[src/rtl/uart_rx_core_if.sv]
`default_nettype none
// ----------------------------------------------------------------------------
// uart_rx_core_if: enable, serial line and received-byte bundle. Rev 1.0
// ----------------------------------------------------------------------------
interface uart_rx_core_if;
  logic       in;
  logic       rx;
  logic [7:0] data_rx;
  logic       rx_done;
  logic       frame_err;
  logic       busy;
`ifdef UART_RX_PARITY_EN
  logic       parity_err;

  modport slave  (input in, rx, output data_rx, rx_done, frame_err, busy, parity_err);
  modport master (output in, rx, input data_rx, rx_done, frame_err, busy, parity_err);
`else
  modport slave  (input in, rx, output data_rx, rx_done, frame_err, busy);
  modport master (output in, rx, input data_rx, rx_done, frame_err, busy);
`endif
endinterface
`default_nettype wire

[src/rtl/uart_rx_core.sv]
`default_nettype none
// ----------------------------------------------------------------------------
// uart_rx_core: oversampling 8N1 UART receiver; UART_RX_PARITY_EN gives 8E1. Rev 1.0
// ----------------------------------------------------------------------------
module uart_rx_core #(
  parameter int CLKS_PER_BIT = 5208,
  parameter int HALF_BIT     = CLKS_PER_BIT / 2
) (
  input  logic          clk,
  input  logic          rst_n,
  uart_rx_core_if.slave bus
);
  localparam int            CW        = $clog2(CLKS_PER_BIT);
  localparam logic [CW-1:0] C_FULL_M1 = CW'(CLKS_PER_BIT - 1);
  localparam logic [CW-1:0] C_HALF_M1 = CW'(HALF_BIT - 1);

`ifdef UART_RX_PARITY_EN
  typedef enum logic [2:0] {
    S_IDLE   = 3'd0,
    S_START  = 3'd1,
    S_DATA   = 3'd2,
    S_STOP   = 3'd3,
    S_PARITY = 3'd4
  } state_t;
`else
  typedef enum logic [2:0] {
    S_IDLE  = 3'd0,
    S_START = 3'd1,
    S_DATA  = 3'd2,
    S_STOP  = 3'd3
  } state_t;
`endif

  state_t        state_q, state_d;
  logic          sync1_q, sync2_q, prev_q;
  logic [CW-1:0] baud_q, baud_d;
  logic [2:0]    bit_q, bit_d;
  logic [7:0]    shift_q, shift_d;
  logic [7:0]    data_q, data_d;
  logic          done_q, done_d;
  logic          ferr_q, ferr_d;
`ifdef UART_RX_PARITY_EN
  logic          par_q, par_d;
  logic          perr_q, perr_d;
`endif
  logic          rx_s;
  logic          fall;

  assign rx_s = sync2_q;
  assign fall = prev_q & ~rx_s;

  always_comb begin
    state_d = state_q;
    baud_d  = baud_q + 1'b1;
    bit_d   = bit_q;
    shift_d = shift_q;
    data_d  = data_q;
    done_d  = 1'b0;
    ferr_d  = 1'b0;
`ifdef UART_RX_PARITY_EN
    par_d   = par_q;
    perr_d  = 1'b0;
`endif
    case (state_q)
      S_IDLE: begin
        baud_d = '0;
        if (fall) state_d = S_START;
      end
      S_START: begin
        if (baud_q == C_HALF_M1) begin
          baud_d = '0;
          if (!rx_s) begin
            state_d = S_DATA;
            bit_d   = '0;
          end else begin
            state_d = S_IDLE;
          end
        end
      end
      S_DATA: begin
        if (baud_q == C_FULL_M1) begin
          baud_d         = '0;
          shift_d[bit_q] = rx_s;
          if (bit_q == 3'd7) begin
`ifdef UART_RX_PARITY_EN
            state_d = S_PARITY;
`else
            state_d = S_STOP;
`endif
          end else begin
            bit_d = bit_q + 3'd1;
          end
        end
      end
`ifdef UART_RX_PARITY_EN
      S_PARITY: begin
        if (baud_q == C_FULL_M1) begin
          baud_d  = '0;
          par_d   = rx_s;
          state_d = S_STOP;
        end
      end
`endif
      S_STOP: begin
        if (baud_q == C_FULL_M1) begin
          baud_d  = '0;
          state_d = S_IDLE;
          if (!rx_s) begin
            ferr_d = 1'b1;
`ifdef UART_RX_PARITY_EN
          end else if (^{shift_q, par_q}) begin
            perr_d = 1'b1;
`endif
          end else begin
            done_d = 1'b1;
            data_d = shift_q;
          end
        end
      end
      default: state_d = S_IDLE;
    endcase
  end

  // Synchronizer and edge history keep running while the enable is low.
  always_ff @(posedge clk) begin
    if (!rst_n) begin
      sync1_q <= 1'b1;
      sync2_q <= 1'b1;
      prev_q  <= 1'b1;
      state_q <= S_IDLE;
      baud_q  <= '0;
      bit_q   <= '0;
      shift_q <= '0;
      data_q  <= '0;
      done_q  <= 1'b0;
      ferr_q  <= 1'b0;
`ifdef UART_RX_PARITY_EN
      par_q   <= 1'b0;
      perr_q  <= 1'b0;
`endif
    end else begin
      sync1_q <= bus.rx;
      sync2_q <= sync1_q;
      prev_q  <= sync2_q;
      if (!bus.in) begin
        state_q <= S_IDLE;
        baud_q  <= '0;
        bit_q   <= '0;
        shift_q <= '0;
        data_q  <= '0;
        done_q  <= 1'b0;
        ferr_q  <= 1'b0;
`ifdef UART_RX_PARITY_EN
        par_q   <= 1'b0;
        perr_q  <= 1'b0;
`endif
      end else begin
        state_q <= state_d;
        baud_q  <= baud_d;
        bit_q   <= bit_d;
        shift_q <= shift_d;
        data_q  <= data_d;
        done_q  <= done_d;
        ferr_q  <= ferr_d;
`ifdef UART_RX_PARITY_EN
        par_q   <= par_d;
        perr_q  <= perr_d;
`endif
      end
    end
  end

  assign bus.data_rx    = data_q;
  assign bus.rx_done    = done_q;
  assign bus.frame_err  = ferr_q;
  assign bus.busy       = (state_q != S_IDLE);
`ifdef UART_RX_PARITY_EN
  assign bus.parity_err = perr_q;
`endif
endmodule
`default_nettype wire

[src/flat_wrapper.sv]
// flat-port wrapper written by rule: the top's interface ports become plain ports
module uart_rx_core_flat 
#(
  parameter int CLKS_PER_BIT = 5208,
  parameter int HALF_BIT     = CLKS_PER_BIT / 2
)
  (clk, rst_n, bus_in, bus_rx, bus_data_rx, bus_rx_done, bus_frame_err, bus_busy);
  uart_rx_core_if bus_i ();
  input  logic clk;
  input  logic rst_n;
  input wire logic [$bits(bus_i.in)-1:0] bus_in;
  input wire logic [$bits(bus_i.rx)-1:0] bus_rx;
  output wire logic [$bits(bus_i.data_rx)-1:0] bus_data_rx;
  output wire logic [$bits(bus_i.rx_done)-1:0] bus_rx_done;
  output wire logic [$bits(bus_i.frame_err)-1:0] bus_frame_err;
  output wire logic [$bits(bus_i.busy)-1:0] bus_busy;
  assign bus_i.in = bus_in;
  assign bus_i.rx = bus_rx;
  assign bus_data_rx = bus_i.data_rx;
  assign bus_rx_done = bus_i.rx_done;
  assign bus_frame_err = bus_i.frame_err;
  assign bus_busy = bus_i.busy;
  uart_rx_core #(.CLKS_PER_BIT(CLKS_PER_BIT), .HALF_BIT(HALF_BIT)) u_core (.clk(clk), .rst_n(rst_n), .bus(bus_i));
endmodule
[config.mk]
export PLATFORM = sky130hd
export DESIGN_NAME = uart_rx_core_flat
export DESIGN_NICKNAME = d
export VERILOG_FILES = /design/src/rtl/uart_rx_core_if.sv /design/src/rtl/uart_rx_core.sv /design/src/flat_wrapper.sv
export SDC_FILE = /design/constraint.sdc
export NUM_CORES = 1
export LEC_CHECK = 0
export CAP_MARGIN = 10
export CELL_PAD_IN_SITES_DETAIL_PLACEMENT = 1
export CELL_PAD_IN_SITES_GLOBAL_PLACEMENT = 1
export CORE_UTILIZATION = 44
export CTS_CLUSTER_DIAMETER = 150
export DETAILED_ROUTE_END_ITERATION = 7
export PLACE_DENSITY = 0.88
export REMOVE_ABC_BUFFERS = 1
export SYNTH_ARGS = -nofsm -noshare
export SYNTH_HDL_FRONTEND = slang
export SYNTH_SLANG_ARGS = --single-unit
[constraint.sdc]
create_clock -name clk -period 2.4 [get_ports clk]
set_input_delay 0.72 -clock clk [delete_from_list [all_inputs] [get_ports clk]]
set_output_delay 0.72 -clock clk [all_outputs]
set_load 0.01 [all_outputs]
==> results of run 1 <==
-- kinds of logic after synthesis --
group | after synthesis | share of synthesized area, %
and+or+nand+nor | 100 | 30.1
adders and majority gates | 7 | 4.69
buffers and inverters | 16 | 4.28
DFF | 39 | 41.8
muxes | 12 | 6.43
AOI/OAI and AO/OA | 16 | 7.56
xor gates and xnor gates | 11 | 5.15
-- power by group through the flow --
stage	Combinational (mW)	Sequential, mW	Clock (mW)
after global routing	0.0439	0.654	0.444
after CTS	0.0402	0.654	0.424
final	0.0402	0.654	0.411
after global placement	0.0388	0.669	0
after detailed placement	0.0396	0.669	0
after floorplan	0.0192	0.667	0
-- area by class of cell --
| type | instances | area, sq um |
|---|---|---|
| Fill cell | 474 | 1910 |
| Multi-Input combinational cell | 146 | 1010 |
| Sequential cell | 39 | 782 |
| Timing Repair Buffer | 18 | 170 |
| Clock buffer | 5 | 68.8 |
| Tap cell | 50 | 62.6 |
| Inverter | 6 | 22.5 |
| Clock inverter | 1 | 7.51 |
-- critical path: cells and delay by family, from the launching register on --
kind,cells,cell delay [ns]
buffers and inverters,3,0.71
adder cells (fa/ha/maj),1,0.20
flip-flops,1,0.39
-- synthesized netlist by cell type --
master,count
dfxtp_1,39
nor2_1,28
nand2_1,17
nand3_1,14
mux2i_1,12
a21oi_2,8
nand2_2,8
ha_1,7
nand4_1,7
xor2_1,7
clkbuf_1,6
inv_1,6
and3_1,4
nor3_1,4
xnor2_1,4
nand2b_1,3
buf_4,2
nor2b_1,2
nor4_2,2
o21ai_0,2
a211oi_1,1
a221oi_4,1
a22o_1,1
and3_4,1
and3b_1,1
and4_1,1
and4bb_1,1
and4bb_4,1
buf_2,1
buf_8,1
nand3_2,1
nand4_4,1
nor3b_2,1
nor4_1,1
nor4b_2,1
o21ai_1,1
o22ai_1,1
o31ai_1,1
or2_2,1
-- sequential cells by signal, summed over array words and instances, names as in the netlist --
register              count
u_core.baud_q            13
u_core.bus.data_rx        8
u_core.shift_q            8
u_core.bit_q              3
u_core.state_q            2
u_core.bus.frame_err      1
u_core.bus.rx_done        1
u_core.prev_q             1
u_core.rx_s               1
u_core.sync1_q            1
-- worst paths after layout --
kind	startpoint	endpoint	slack [ns]	cells after the start
worst max-delay path	u_core.state_q[0]	bus_busy	0.08	4
worst min-delay path	u_core.sync1_q	u_core.rx_s	0.44	1
worst max register to register	u_core.baud_q[0]	u_core.bus.data_rx[7]	0.41	6
worst min register to register	u_core.sync1_q	u_core.rx_s	0.44	1
-- routing by layer --
metal | share of wire [%] | global-route usage (%) | wire, microns
met1 | 50 | 25.5 | 1910
met2 | 46 | 29.8 | 1780
met3 | 2.4 | 4.56 | 94
met4 | 1.8 | 7.18 | 69
met5 | 0 | 0 | 0
==> flow_metrics.tcl, run 1 <==
set metrics [dict create \
    status "complete, no violations" \
    yosys_warnings 0 \
    worst-slew-pin-transition_ns 0.522 \
    grt_first_pass_wirelength_mm 6.44 \
    dpl_worst_slack_ns 0.384 \
    gp_routability_congestion 0.762 \
    crit_path_max_incr_delay_ns 0.53 \
    sequentialPowerShare_pct 59.2 \
    post-cts-setup-buffer-count 0 \
    worst_slew_margin_rel_pct 65.2 \
    fp-row-count 23 \
    worst-endpoint-arrival_ns 1.60 \
    fin_skew_ns 0.00965 \
    htree_levels 2 \
    timing.setup.critical_path_class "flop to output pin" \
    syn_avg_cell_area_sq_um 9.30 \
    path_common_cell "inv_1" \
    dieArea_sq_um 4510 \
    tritoncts_clock_tree "done" \
    synthDominantAreaCellType "dfxtp_1" \
    synth_largest_type_area_fraction_pct 41.8 \
    grtUsageTotal_pct 19.1 \
    number_of_cells_upsized_or_downsized_after_cts 0 \
    detail_route.iter0.violations 40 \
    place_hpwl_mm 2.72 \
    period_minus_slack_ns 2.32 \
    drive_gt1_share_pct 17.2 \
    initial_utilization_pct 46.4 \
    postLayoutCoreUtil_pct 52.7 \
    num_vias 1406 \
    maximum_number_of_pins_on_one_net_before_global_route_repair 17 \
    critPathSlowestCell "clkdlybuf4s50_1" \
    worstPathCellList "inv_1, ha_1, inv_1, clkdlybuf4s50_1" \
    remaining_overflow_grt 0 \
    p_int_mw 0.860 \
    postLayoutCellArea_sq_um 2120 \
    path_max_fanout 4 \
    nNetsFinal 227 \
    insertion_delay_ns 0.29 \
    worst_ir_drop_vdd_v 0.000318 \
    layout_setup_ws_ns 0.0804 \
    fin_setup_tns_ns 0 \
    pwr-share-comb_pct 3.6 \
    worst_setup_path_start_kind "flop" \
    timing.final.setup_violations 0 \
    max_cap_viol_count 0 \
    core_area_sq_um 4030 \
    critical_path.endpoint_type "output pin" \
    power.density_nw_per_um2 521 \
    synth_top_cells_by_area "dfxtp_1, mux2i_1, nor2_1" \
    ctsLongestPathBuffers 2 \
    required_ns 1.68 \
    grt_setup_unrepaired "no" \
    antenna_cells_inserted 0 \
    power.share.switching_pct 22.2 \
    maxSlewViolCount 0 \
    total_length_of_routed_wires_mm 3.85 \
    die_w_microns 67.2 \
    synthDistinctLibCells 39 \
    most_common_cell_after_layout_fill_and_taps_aside "dfxtp_1" \
    first_global_vias 1361 \
    sum_of_internal_switching_and_leakage_power_mw 1.10 \
    first_pass_iters 5 \
    placed_cell_area_sq_um 2040 \
    worst_hold_slack_ns 0.442 \
    cts_root_buf "clkbuf_8" \
    chipHeight_microns 67.2 \
    layout_common_cells "dfxtp_1, nor2_1, nand2_1" \
    cts.sink_count 39 \
    hold_viol_final 0 \
    syn_inst 201 \
    timing.hold.worst.class "flop to flop" \
    grt_antenna_before_repair 0 \
    cts.clk_slew.worst_paths_ns 0.07 \
    postCtsHoldBufs 0 \
    route.detailed.drc 0 \
    final_cells 265 \
    pwr-share-clk_pct 37.2 \
    post-route-period-util_pct 96.7 \
    ant_nets 0 \
    area_growth_pct 13.5 \
    io_pins 15 \
    vias_per_cell 5.31 \
    fmax_ghz 0.431 \
    switching_power_mw 0.245 \
    buffer_ports.inserted 14 \
    routedWlPerCell_microns 14.5 \
    synth-seq-area-share_pct 41.8 \
    cts-buffers-inserted 5 \
    synth.ff_latch_count 39 \
    synth_area_sq_um 1870 \
    p_leak_nw 0.718 \
    cell_count_after_placement 259 \
]
Power figures use the tool's default switching activity.
==> run 2: changes to the inputs <==
==> constraint.sdc (replaced) <==
create_clock -name clk -period 2.4 [get_ports clk]
set_input_delay 0.6 -clock clk [delete_from_list [all_inputs] [get_ports clk]]
set_output_delay 0.6 -clock clk [all_outputs]
set_load 0.01 [all_outputs]
==> run 2 against run 1 <==
Compared with the run above:
- non-clock buffer count shrank 1
- register-to-register slack improved by 0.03 ns
- total power rose by 1.3%
- largest cell class unchanged
- global-route usage grew 0.18 points
- largest power group unchanged
- clock skew is 0.0041 ns lower
==> flow_metrics.tcl, run 2 (synthesis gave the netlist of run 1 again) <==
set metrics [dict create \
    path_common_cell "inv_1" \
    fmax_ghz 0.445 \
    grtUsageTotal_pct 19.3 \
    period_minus_slack_ns 2.25 \
    drive_gt1_share_pct 16.2 \
    remaining_overflow_grt 0 \
    fin_setup_tns_ns 0 \
    worst_slew_margin_rel_pct 64.6 \
    maxSlewViolCount 0 \
    chipHeight_microns 67.2 \
    post-cts-setup-buffer-count 0 \
    timing.hold.worst.class "flop to flop" \
    grt_first_pass_wirelength_mm 6.42 \
    cts.sink_count 39 \
    critical_path.endpoint_type "output pin" \
    critPathSlowestCell "clkdlybuf4s50_1" \
    postCtsHoldBufs 0 \
    ant_nets 0 \
    power.density_nw_per_um2 528 \
    most_common_cell_after_layout_fill_and_taps_aside "dfxtp_1" \
    ctsLongestPathBuffers 2 \
    routedWlPerCell_microns 14.6 \
    htree_levels 2 \
    status "complete, no violations" \
    fin_skew_ns 0.00554 \
    tritoncts_clock_tree "done" \
    worstPathCellList "inv_1, ha_1, inv_1, clkdlybuf4s50_1" \
    total_length_of_routed_wires_mm 3.89 \
    hold_viol_final 0 \
    vias_per_cell 5.30 \
    buffer_ports.inserted 14 \
    setup.reg_to_reg.worst_slack_ns 0.44 \
    hold_path_depth 1 \
    sum_of_internal_switching_and_leakage_power_mw 1.12 \
    number_of_cells_upsized_or_downsized_after_cts 0 \
    cts_root_buf "clkbuf_8" \
    layout_setup_ws_ns 0.154 \
    p_leak_nw 0.719 \
    io_pins 15 \
    required_ns 1.80 \
    worst-slew-pin-transition_ns 0.531 \
    grt_setup_unrepaired "no" \
    dpl_worst_slack_ns 0.422 \
    initial_utilization_pct 46.4 \
    largest_register "u_core.baud_q" \
    insertion_delay_ns 0.29 \
    dieArea_sq_um 4510 \
    post-route-period-util_pct 93.6 \
    layout_common_cells "dfxtp_1, nor2_1, nand2_1" \
    timing.final.setup_violations 0 \
    first_global_vias 1318 \
    timing.setup.critical_path_class "flop to output pin" \
    area_growth_pct 13.3 \
    cts.clk_slew.worst_paths_ns 0.08 \
    crit_path_max_incr_delay_ns 0.55 \
    worstRegToRegCells 6 \
    place_hpwl_mm 2.76 \
    antenna_cells_inserted 0 \
    nNetsFinal 226 \
    max_cap_viol_count 0 \
    worst-endpoint-arrival_ns 1.65 \
    route.detailed.drc 0 \
    largest_register_ff_count 13 \
    detail_route.iter0.violations 67 \
    fp-row-count 23 \
    die_w_microns 67.2 \
    path_max_fanout 5 \
    worst_setup_path_start_kind "flop" \
    first_pass_iters 4 \
    worst_ir_drop_vdd_v 0.000319 \
    gp_routability_congestion 0.764 \
    grt_antenna_before_repair 0 \
    cts-buffers-inserted 5 \
    maximum_number_of_pins_on_one_net_before_global_route_repair 20 \
    core_area_sq_um 4030 \
    num_vias 1410 \
]
-- run 2: changes by cell type in the layout (fill, tap and decap cells not counted) --
cell,change
dfxtp_2,-1
dfxtp_1,+1
clkinv_2,+1
clkbuf_1,+2
clkinvlp_4,-1
buf_4,-1
-- run 2: stage by stage --
step	utilization [%]	std cells	hold slack, ns	cell area [sq um]
final	52.6	266	0.421	2120
after global routing	52.6	266	0.459	2120
after CTS	52.6	266	0.424	2120
after detailed placement	50.6	258	0.406	2040
after global placement	50.6	258	0.391	2040
after floorplan	-	191	0.386	1810
-- run 2: final timing paths --
path / startpoint / endpoint
worst max-delay path: u_core.state_q[1] / bus_busy
worst min-delay path: u_core.sync1_q / u_core.rx_s
worst max register to register: u_core.baud_q[0] / u_core.bus.data_rx[6]
worst min register to register: u_core.sync1_q / u_core.rx_s
-- run 2: final cells by class --
| type | count | area (sq um) |
|---|---|---|
| Clock buffer | 7 | 76.3 |
| Timing Repair Buffer | 17 | 163 |
| Fill cell | 471 | 1910 |
| Multi-Input combinational cell | 146 | 1010 |
| Sequential cell | 39 | 781 |
| Tap cell | 50 | 62.6 |
| Clock inverter | 1 | 5.00 |
| Inverter | 6 | 22.5 |
-- run 2: layer usage --
metal	vias to the layer above	track usage [%]	wire length [microns]
met3	6	5.07	103
met5	-	0	0
li1	715	-	-
met2	18	28.2	1760
met1	671	26.3	1950
met4	0	8.78	74
-- run 2: report_power, final --
part | total [mW] | switching [mW] | leakage (nW) | internal (mW)
Sequential | 0.653 | 0.00402 | 0.315 | 0.649
Clock | 0.427 | 0.224 | 0.0422 | 0.204
Combinational | 0.0384 | 0.0217 | 0.362 | 0.0167
-- run 2: worst max-delay path, delay by kind of cell, from the launching register on --
kind	cells	cell delay [ns]
fa+ha+maj	1	0.19
buf+inv	3	0.76
flops	1	0.41
==> patch (config.mk and constraints of run 1) <==
`CLKS_PER_BIT` is set to 5208 in 2 places; all go to 1302.
--- a/src/rtl/uart_rx_core.sv
+++ b/src/rtl/uart_rx_core.sv
@@ -5,3 +5,3 @@
 module uart_rx_core #(
-  parameter int CLKS_PER_BIT = 5208,
+  parameter int CLKS_PER_BIT = 1302,
   parameter int HALF_BIT     = CLKS_PER_BIT / 2
--- a/src/flat_wrapper.sv
+++ b/src/flat_wrapper.sv
@@ -3,3 +3,3 @@
 #(
-  parameter int CLKS_PER_BIT = 5208,
+  parameter int CLKS_PER_BIT = 1302,
   parameter int HALF_BIT     = CLKS_PER_BIT / 2
Formal check against the unedited RTL: same outputs for any inputs over 10 cycles, from zero or initial values and one cycle with rst_n low; that may be too few to reach the edited logic, so the function may still have changed.
==> patch against run 1 <==
  * Area after synthesis fell by 6.0%
  * Maximum frequency rose by 0.27%
  * Critical path depth did not move
  * Sequential power fell by 5.4%
  * Synthesized cell count fell by 6.5%
  * Worst setup slack improved by 0.0063 ns
  * Utilization rose by 1.7 points
  * Final area fell by 4.0%
  * Total power fell by 2.5%
  * Wire length rose by 13%
  * Via count rose by 7.2%
  * Sequential cell count fell by 2
  * Critical path type unchanged
  * Largest cell class unchanged
  * Highest routed layer unchanged
==> patch: results (changes against run 1) <==
Mux contribution to synthesized area = 0.0627 (was 0.0643)
Drt pass-1 iters = 4 (was 5)
Status = completed (unchanged)
Most flop-heavy register = u_core.baud_q (unchanged)
Area contributors post-synth = dfxtp_1 (42%), ha_1 (6.4%), mux2i_1 (6.3%) (was dfxtp_1 (42%), mux2i_1 (6.4%), nor2_1 (5.6%))
Filler Cell Count = 445 (was 474)
P_leak = 0.689 nW (was 0.718 nW)
First-pass GRT wire length = 7.47 mm (was 6.44 mm)
Pin count of the biggest net entering global routing = 21 (was 17)
CTS root buf = clkbuf_8 (unchanged)
Worst skew pair latency = 0.29 ns (about the same)
GR Util met2 = 0.388 (was 0.298)
Post-synthesis sequential area ratio = 0.422 (was 0.418)
GRT Util Overall = 0.232 (was 0.191)
Adder-Cell Fraction of Synth Area = 0.0641 (was 0.0469)
Starting DRC count in detailed routing = 41 (was 40)
Routed len/inst = 17.2 µm (was 14.5 µm)
Yosys warnings = 0 (unchanged)
Via Count = 1507 (was 1406)
Layout cells sized above 1 = 0.0976 (was 0.172)
Vias in the first global route = 1580 (was 1361)
Clock buffer depth = 2 (unchanged)
Worst slew margin = 0.649 (was 0.652)
Synth Area in XOR/XNOR = 0.0449 (was 0.0515)
Max IR drop VDD = 0.251 mV (was 0.318 mV)
Post-Layout Cell Count = 253 (was 265)
Fin nets = 217 (was 227)
Hpwl dp = 3.05 mm (was 2.72 mm)
Synth unique cells = 40 (was 39)
Clock Skews = 0.00772 ns (was 0.00965 ns)
CP max FO = 5 (was 4)
Max reg flops = 11 (was 13)
Switching part of the total power = 0.228 (was 0.222)
Cell count after synthesis = 188 (was 201)
M3 GR Usage = 0.0573 (was 0.0456)
-- patch: changes by cell type after synthesis, sizes merged, moves of 4 or more --
cell	change
nand4	+4
nor2	-4
nand2	-19
o31ai	+4
-- patch: per-stage QoR --
| stage | worst slack (ns) | instance area (µm²) |
|---|---|---|
| 2_1_floorplan | 0.589 | 1710 |
| 3_3_place_gp | 0.447 | 1950 |
| 3_5_place_dp | 0.398 | 1950 |
| 4_1_cts | 0.0870 | 2040 |
| 5_1_grt | 0.0114 | 2040 |
| 6_report | 0.0867 | 2040 |
-- patch: power groups by stage --
| stage | combinational [mW] | clock [mW] | sequential, mW |
|---|---|---|---|
| after global routing | 0.0388 | 0.460 | 0.619 |
| after floorplan | 0.0159 | 0 | 0.633 |
| after CTS | 0.0360 | 0.431 | 0.619 |
| final | 0.0359 | 0.422 | 0.619 |
| after detailed placement | 0.0353 | 0 | 0.633 |
| after global placement | 0.0328 | 0 | 0.633 |
-- patch: final cells by class --
type / count / area share
Tap cell: 48 / 0.0295
Inverter: 6 / 0.0111
Clock buffer: 5 / 0.0338
Multi-Input combinational cell: 134 / 0.463
Timing Repair Buffer: 20 / 0.0909
Sequential cell: 37 / 0.364
Clock inverter: 3 / 0.00860
-- patch: worst register-to-register path, cell delays in order, from the launching register on --
cell and delay (ns):
dfxtp_1 0.41, or4bb_1 0.57, o31ai_4 0.31, a21o_1 0.44, nor2_1 0.11
-- patch: per-layer routing --
metal	wire length (µm)	share of wire	vias to the layer above
met4	159	0.036	0
met5	0	0	-
li1	-	-	708
met3	200	0.046	18
met1	1860	0.43	741
met2	2140	0.49	40
-- patch: cell families (layout without fill, tap and decap cells) --
| logic type | Yosys count | count (layout) |
|---|---|---|
| AO/OA/AOI/OAI | 25 | 25 |
| XOR/XNOR | 9 | 9 |
| adder cells (fa/ha/maj) | 9 | 9 |
| buffers and inverters | 17 | 34 |
| flip-flops | 37 | 37 |
| multiplexers | 11 | 11 |
| AND/OR/NAND/NOR | 80 | 80 |
-- patch: final timing paths --
kind                startpoint               end  slack [ns]  cells past startpoint
min reg2reg     u_core.sync1_q       u_core.rx_s        0.43                      1
max reg2reg   u_core.baud_q[9]  u_core.baud_q[5]        0.44                      4
min             u_core.sync1_q       u_core.rx_s        0.43                      1
max          u_core.state_q[1]          bus_busy        0.09                      4
